### src/rtl/fifo_wr_ctrl_pkg.sv
// Shared FIFO pointer helpers and default sizing, used by both write- and read-side controllers.
package fifo_wr_ctrl_pkg;

  localparam int unsigned DefaultAddrWidth  = 3;
  localparam int unsigned DefaultSyncStages = 2;

  // Operands are zero-extended by the caller; the result is truncated back to pointer width.
  function automatic logic [31:0] bin2gray(input logic [31:0] b);
    return b ^ (b >> 1);
  endfunction

  function automatic logic [31:0] gray2bin(input logic [31:0] g);
    logic [31:0] b;
    b = g;
    for (int i = 1; i < 32; i++) begin
      b = b ^ (g >> i);
    end
    return b;
  endfunction

endpackage

### src/rtl/fifo_ptr_sync.sv
// Multi-bit flop chain for carrying a Gray pointer across clock domains; clears to zero on reset.
module fifo_ptr_sync #(
  parameter int unsigned WIDTH  = 4,
  parameter int unsigned STAGES = 2
) (
  input  logic             clk,
  input  logic             rst_n,
  input  logic [WIDTH-1:0] d,
  output logic [WIDTH-1:0] q
);

  logic [WIDTH-1:0] stage_q [STAGES];

  always_ff @(posedge clk or negedge rst_n) begin
    if (!rst_n) begin
      for (int i = 0; i < STAGES; i++) begin
        stage_q[i] <= '0;
      end
    end else begin
      stage_q[0] <= d;
      for (int i = 1; i < STAGES; i++) begin
        stage_q[i] <= stage_q[i-1];
      end
    end
  end

  assign q = stage_q[STAGES-1];

endmodule

### src/rtl/fifo_wr_ctrl.sv
// Write-side controller of an async FIFO: binary/Gray write pointer, full, overflow pulse.
// Define FIFO_ALMOST_FULL_EN to build the occupancy-based almost_full flag; otherwise it is tied low.
module fifo_wr_ctrl
  import fifo_wr_ctrl_pkg::*;
#(
  parameter int unsigned ADDR_WIDTH  = DefaultAddrWidth,
  parameter int unsigned SYNC_STAGES = DefaultSyncStages,
  parameter int unsigned AF_MARGIN   = 2
) (
  input  logic                  W_CLK,
  input  logic                  W_RST,
  input  logic                  W_inc,
  input  logic [ADDR_WIDTH:0]   R_gray_ptr,
  output logic [ADDR_WIDTH-1:0] W_addr,
  output logic [ADDR_WIDTH:0]   W_gray_ptr,
  output logic                  full,
  output logic                  W_ovf,
  output logic                  almost_full
);

  localparam int unsigned PtrW  = ADDR_WIDTH + 1;
  localparam int unsigned Depth = 2 ** ADDR_WIDTH;

  logic [PtrW-1:0] wbin_q;
  logic [PtrW-1:0] wbin_next;
  logic [PtrW-1:0] gray_next;
  logic [PtrW-1:0] rq_sync;
  logic [PtrW-1:0] full_cmp;
  logic            accept;

  fifo_ptr_sync #(
    .WIDTH  (PtrW),
    .STAGES (SYNC_STAGES)
  ) u_rptr_sync (
    .clk   (W_CLK),
    .rst_n (W_RST),
    .d     (R_gray_ptr),
    .q     (rq_sync)
  );

  assign accept    = W_inc & ~full;
  assign wbin_next = wbin_q + PtrW'(accept);
  assign gray_next = PtrW'(bin2gray(32'(wbin_next)));
  // Full when the write pointer has lapped the read pointer: top two Gray bits inverted.
  assign full_cmp  = {~rq_sync[PtrW-1 -: 2], rq_sync[PtrW-3:0]};
  assign W_addr    = wbin_q[ADDR_WIDTH-1:0];

  always_ff @(posedge W_CLK or negedge W_RST) begin
    if (!W_RST) begin
      wbin_q     <= '0;
      W_gray_ptr <= '0;
      full       <= 1'b0;
      W_ovf      <= 1'b0;
    end else begin
      wbin_q     <= wbin_next;
      W_gray_ptr <= gray_next;
      full       <= (gray_next == full_cmp);
      W_ovf      <= W_inc & full;
    end
  end

`ifdef FIFO_ALMOST_FULL_EN
  logic [PtrW-1:0] rbin_sync;
  logic [PtrW-1:0] occupancy;

  assign rbin_sync = PtrW'(gray2bin(32'(rq_sync)));
  assign occupancy = wbin_next - rbin_sync;

  always_ff @(posedge W_CLK or negedge W_RST) begin
    if (!W_RST) begin
      almost_full <= 1'b0;
    end else begin
      almost_full <= (occupancy >= PtrW'(Depth - AF_MARGIN));
    end
  end
`else
  assign almost_full = 1'b0;
`endif

endmodule

### config.mk
export PLATFORM = sky130hd
export DESIGN_NAME = fifo_wr_ctrl
export DESIGN_NICKNAME = d
export VERILOG_FILES = /design/src/rtl/fifo_wr_ctrl_pkg.sv /design/src/rtl/fifo_ptr_sync.sv /design/src/rtl/fifo_wr_ctrl.sv
export SDC_FILE = /design/constraint.sdc
export NUM_CORES = 1
export LEC_CHECK = 0
export ABC_AREA = 1
export CAP_MARGIN = 40
export CORE_MARGIN = 10
export CORE_UTILIZATION = 41
export DETAILED_ROUTE_END_ITERATION = 10
export PLACE_DENSITY = 0.71
export RECOVER_POWER = 50
export SETUP_SLACK_MARGIN = 0.2
export SLEW_MARGIN = 40
export SYNTH_ARGS = -nofsm -noshare
export SYNTH_HDL_FRONTEND = slang
export SYNTH_SLANG_ARGS = --single-unit
### constraint.sdc
create_clock -name W_CLK -period 1.4 [get_ports W_CLK]
set_input_delay 0.28 -clock W_CLK [delete_from_list [all_inputs] [get_ports W_CLK]]
set_output_delay 0.28 -clock W_CLK [all_outputs]
set_load 0.005 [all_outputs]
Word level (Yosys, flattened, before mapping) --
Index checks and enable logic that the tools add are counted.
Operators by class: $add $sub $neg 1, equality and inequality tests 1, bitwise operators 5
Operators by type and width (number):
- $add 4x1->4 | 1
- $eq 4x4->1 | 1
- $xor 4x3->4 | 1
- $and 1x1->1 | 2
- $not 2->2 | 1
- $not 1->1 | 1
Word-level totals: register bits after elaboration 18, bits of input ports 7, output and inout port bits 10, word-level logic and storage cells 13

Depth between registers and ports, before layout --
depth after elaboration 5, depth in mapped cells 12, mapped depth without buffers 12

Hierarchy --
A second synthesis with hierarchy kept.
Unflattened totals: cells, all modules 73, area, all modules 720.7 um^2
Modules (own cells, without submodules):
- fifo_wr_ctrl | times used 1, cells each 61, area an instance 490.5 um^2, sequential area each 225.2 um^2
- fifo_ptr_sync | times used 1, cells each 12, area an instance 230.2 um^2, sequential area each 200.2 um^2

Worst setup path after synthesis --
Ideal clock, no wire load.
kind flip-flop to flip-flop, start reg full, end reg full, library setup time 0.114 ns, data arrival time 1.445 ns, data required time 1.286 ns, slack -0.159 ns, stages on the path, launching flop included 10, path buffers 0, period minus slack after synthesis 1.559 ns, cells stage by stage dfrtp_1 > nor2_1 > ha_1 > ha_1 > xor2_1 > inv_1 > nand2_1 > nand2_1 > nand3_1 > nor2_1
Between the ends: word-level cells in the longest chain between the ends 5
Ends and longest elaborated chain:
- start, declared | line fifo_wr_ctrl.sv:16 | output logic full,
- start signal, assigned | line fifo_wr_ctrl.sv:57 | full <= (gray_next == full_cmp);
- $not 1->1 | line fifo_wr_ctrl.sv:41 | assign accept = W_inc & ~full;
- $and 1x1->1 | line fifo_wr_ctrl.sv:41
- $add 4x1->4 | line fifo_wr_ctrl.sv:42 | assign wbin_next = wbin_q + PtrW'(accept);
- via wbin_next[1] | line fifo_wr_ctrl.sv:25 | logic [PtrW-1:0] wbin_next;
- $xor 4x3->4 | line fifo_wr_ctrl_pkg.sv:9 | return b ^ (b >> 1);
- via gray_next[0] | line fifo_wr_ctrl.sv:26 | logic [PtrW-1:0] gray_next;
- $eq 4x4->1 | line fifo_wr_ctrl.sv:57
The timed path passes the listed nets, and every way through them passes these cells.

Final worst setup path --
start reg full, end reg full
Between the ends: word-level cells in the longest chain between the ends 5
Ends and longest elaborated chain (line):
- $not 1->1 | fifo_wr_ctrl.sv:41
- $and 1x1->1 | fifo_wr_ctrl.sv:41
- $add 4x1->4 | fifo_wr_ctrl.sv:42
- $xor 4x3->4 | fifo_wr_ctrl_pkg.sv:9
- $eq 4x4->1 | fifo_wr_ctrl.sv:57
No other way between the ends.

==> flow_summary.toml <==
[status]
outcome = "finished with violations"
violations = "negative setup slack"

[layout]
final_area_sq_mm = 0.00110
final_common_cell = "dfrtp_1"
area_growth_pct = 59.2
fin_util_pct = 71.3
final_cells = 118
layout_common_cells = "dfrtp_1, nand2_1, inv_1, buf_6"
diodes = 0
seqCellArea_sq_um = 428
fillers = 113
layout.nets = 112
multi_input_area_sq_um = 305
drive_gt1_share_pct = 45.1

[floorplanning]
num_rows = 14
io_pins = 17
die_area_sq_mm = 0.00373
core_area_sq_mm = 0.00154
die_h_microns = 61.0
die_x_microns = 61.0
start_util_pct = 44.8

[synthesis]
ys_warn_count = 0
synth_fp_nets = 78
synthCells = 69
ys_seq_area_share_pct = 61.6
yosys.cell_types.count = 13
avgSynthCellArea_sq_um = 10.0
synth-seq-cells = 17
synth_area_sq_um = 691

[placed_design]
dpl_cell_area_sq_um = 921
place_congestion = 0.739
io_buffer_count = 15
dp.cells = 104
dp.final_hpwl_mm = 1.05
post-place-ws_ns = -0.648

[setup_path]
end_kind = "register"
setup.worst_path.start_class = "register"
path_class = "register to register"
crit_arrival_ns = 1.75
r2r_start = "full"
required_ns = 1.63
critPathLaunch = "full"
crit_fanout = 3

[power]
power.leakage_nw = 0.553
power_frac_seq_pct = 26.6
peakVddDrop_mv = 1.71
intPower_mw = 1.63
p_switching_mw = 1.02
combPwrFrac_pct = 63.2
power_density_mw_per_mm2 = 2410
swShare_pct = 38.5
clockPowerShare_pct = 10.2

[grt]
grt_pass1_vias = 562
antenna_found_initial = 0
gr-total-overflow = 0
grt_max_degree = 18
grt.total_usage_pct = 8.86
grt_pass1_wl_mm = 2.48

[clock_tree]
h-tree-depth = 1
clk_latency_ns = 0.29
clock_sinks = 17
clk_pin_slew_ns = 0.10
cts_buffers = 3
cts_max_path_buffers = 2
cts_tree = "yes"
root_buffer = "clkbuf_4"

[sta]
maxSlewHeadroom_pct = 40.5
hold_viol_final = 0
drv_slew = 0
finalSetupTns_ns = -0.227
rsz0062_at_grt = "yes"
min_period_ns = 1.52
setup-violations-final = 3
max_freq_mhz = 659
tightest_slew_ns = 0.892
fin_skew_ns = 0.000776
setup_ws_ns = -0.117
fin_crit_sh_pct = 108

[drt]
vias_per_cell = 4.79
ant_nets = 0
detail_route.wl_per_cell_microns = 13.5
drtIter0Drc = 10
routed_wl_mm = 1.60
drc = 0
vias = 565
drt-pass1-iter-count = 4

[min_path]
min_from = "W_inc"
hold_class = "input pin to register"

[job]
maxCapViolCount = 0
==> path summary, 6_finish.rpt <==
path	cells past startpoint	end	slack [ns]
worst max-delay path	11	full	-0.12
worst min-delay path	3	W_ovf	0.36
worst max register to register	11	full	-0.12
worst min register to register	0	u_rptr_sync.q[3]	0.36
max in group asynchronous	2	wbin_q[1]	0.19
min in group asynchronous	2	u_rptr_sync.stage_q[4]	0.61
==> layer usage <==
layer / track usage [%] / share of wire [%] / up-vias
met1: 9.70 / 42 / 271
met3: 3.29 / 5.9 / 2
met5: 0 / 0 / -
li1: - / - / 277
met4: 4.70 / 1.3 / 0
met2: 14.6 / 51 / 15
==> logic make-up (layout without fill, tap and decap cells) <==
group / after synthesis / in the layout / synth area share, %
adder cells (fa/ha/maj): 2 / 2 / 3.62
flip-flops: 17 / 17 / 61.6
AND/OR/NAND/NOR: 36 / 36 / 25.9
other: 1 / 1 / 0.543
buffers and inverters: 12 / 45 / 7.07
XOR/XNOR: 1 / 1 / 1.27
==> flip-flops by register name, summed over array words and instances, names as in the netlist <==
name	count
W_gray_ptr	4
W_ovf	1
full	1
u_rptr_sync.q	4
u_rptr_sync.stage_q	4
wbin_q	3
==> repair_timing <==
item                       in CTS  in global routing
setup buffers                   9                  1
setup endpoints to repair      16                 12
pin swaps                      10                  9
hold buffers                    0                  0
hold endpoints to repair        0                  0
gates resized for setup        43                  7
==> layout make-up <==
cell class                 instances  share of cell area (%)
sequential                        17                    38.9
multi-input combinational         40                    27.8
timing repair buffer              30                    25.0
inverter                          11                    3.98
clock buffer                       3                    2.05
tap                               16                    1.82
clock inverter                     1                   0.455
==> Yosys cell counts <==
cell type / count / area (sq um)
conb_1: 1 / 3.75
xor2_1: 1 / 8.76
dfrtp_1: 17 / 425
nand4_1: 2 / 12.5
nor2_1: 2 / 7.51
nand3b_1: 1 / 7.51
nand3_1: 8 / 40.0
nand2_1: 16 / 60.1
nand2_2: 5 / 31.3
nand3_2: 2 / 20.0
buf_4: 1 / 7.51
inv_1: 11 / 41.3
ha_1: 2 / 25.0
==> worst max-delay path, stage by stage, from the launching register on <==
cell     delay, ns
dfrtp_1       0.42
nor2_4        0.12
ha_4          0.17
ha_4          0.16
inv_4         0.04
nand2_4       0.06
nand2_2       0.06
nand2_1       0.08
nand3_1       0.09
nand2_1       0.09
nand3_2       0.07
nor2_1        0.09
==> power by group through the flow <==
stage | combinational [mW] | sequential, mW | clock, mW
after detailed placement | 1.16 | 0.749 | 0
after global routing | 1.82 | 0.716 | 0.296
after CTS | 1.64 | 0.700 | 0.270
after global placement | 1.13 | 0.741 | 0
after floorplan | 0.640 | 0.754 | 0
final | 1.67 | 0.705 | 0.269
==> metrics by stage <==
stage	total power, mW	hold slack (ns)
after CTS	2.61	0.297
after detailed placement	1.90	0.336
after floorplan	1.39	-0.0156
final	2.65	0.355
after global placement	1.87	0.332
after global routing	2.83	0.369
No activity file was read; power rests on OpenSTA's default activity.
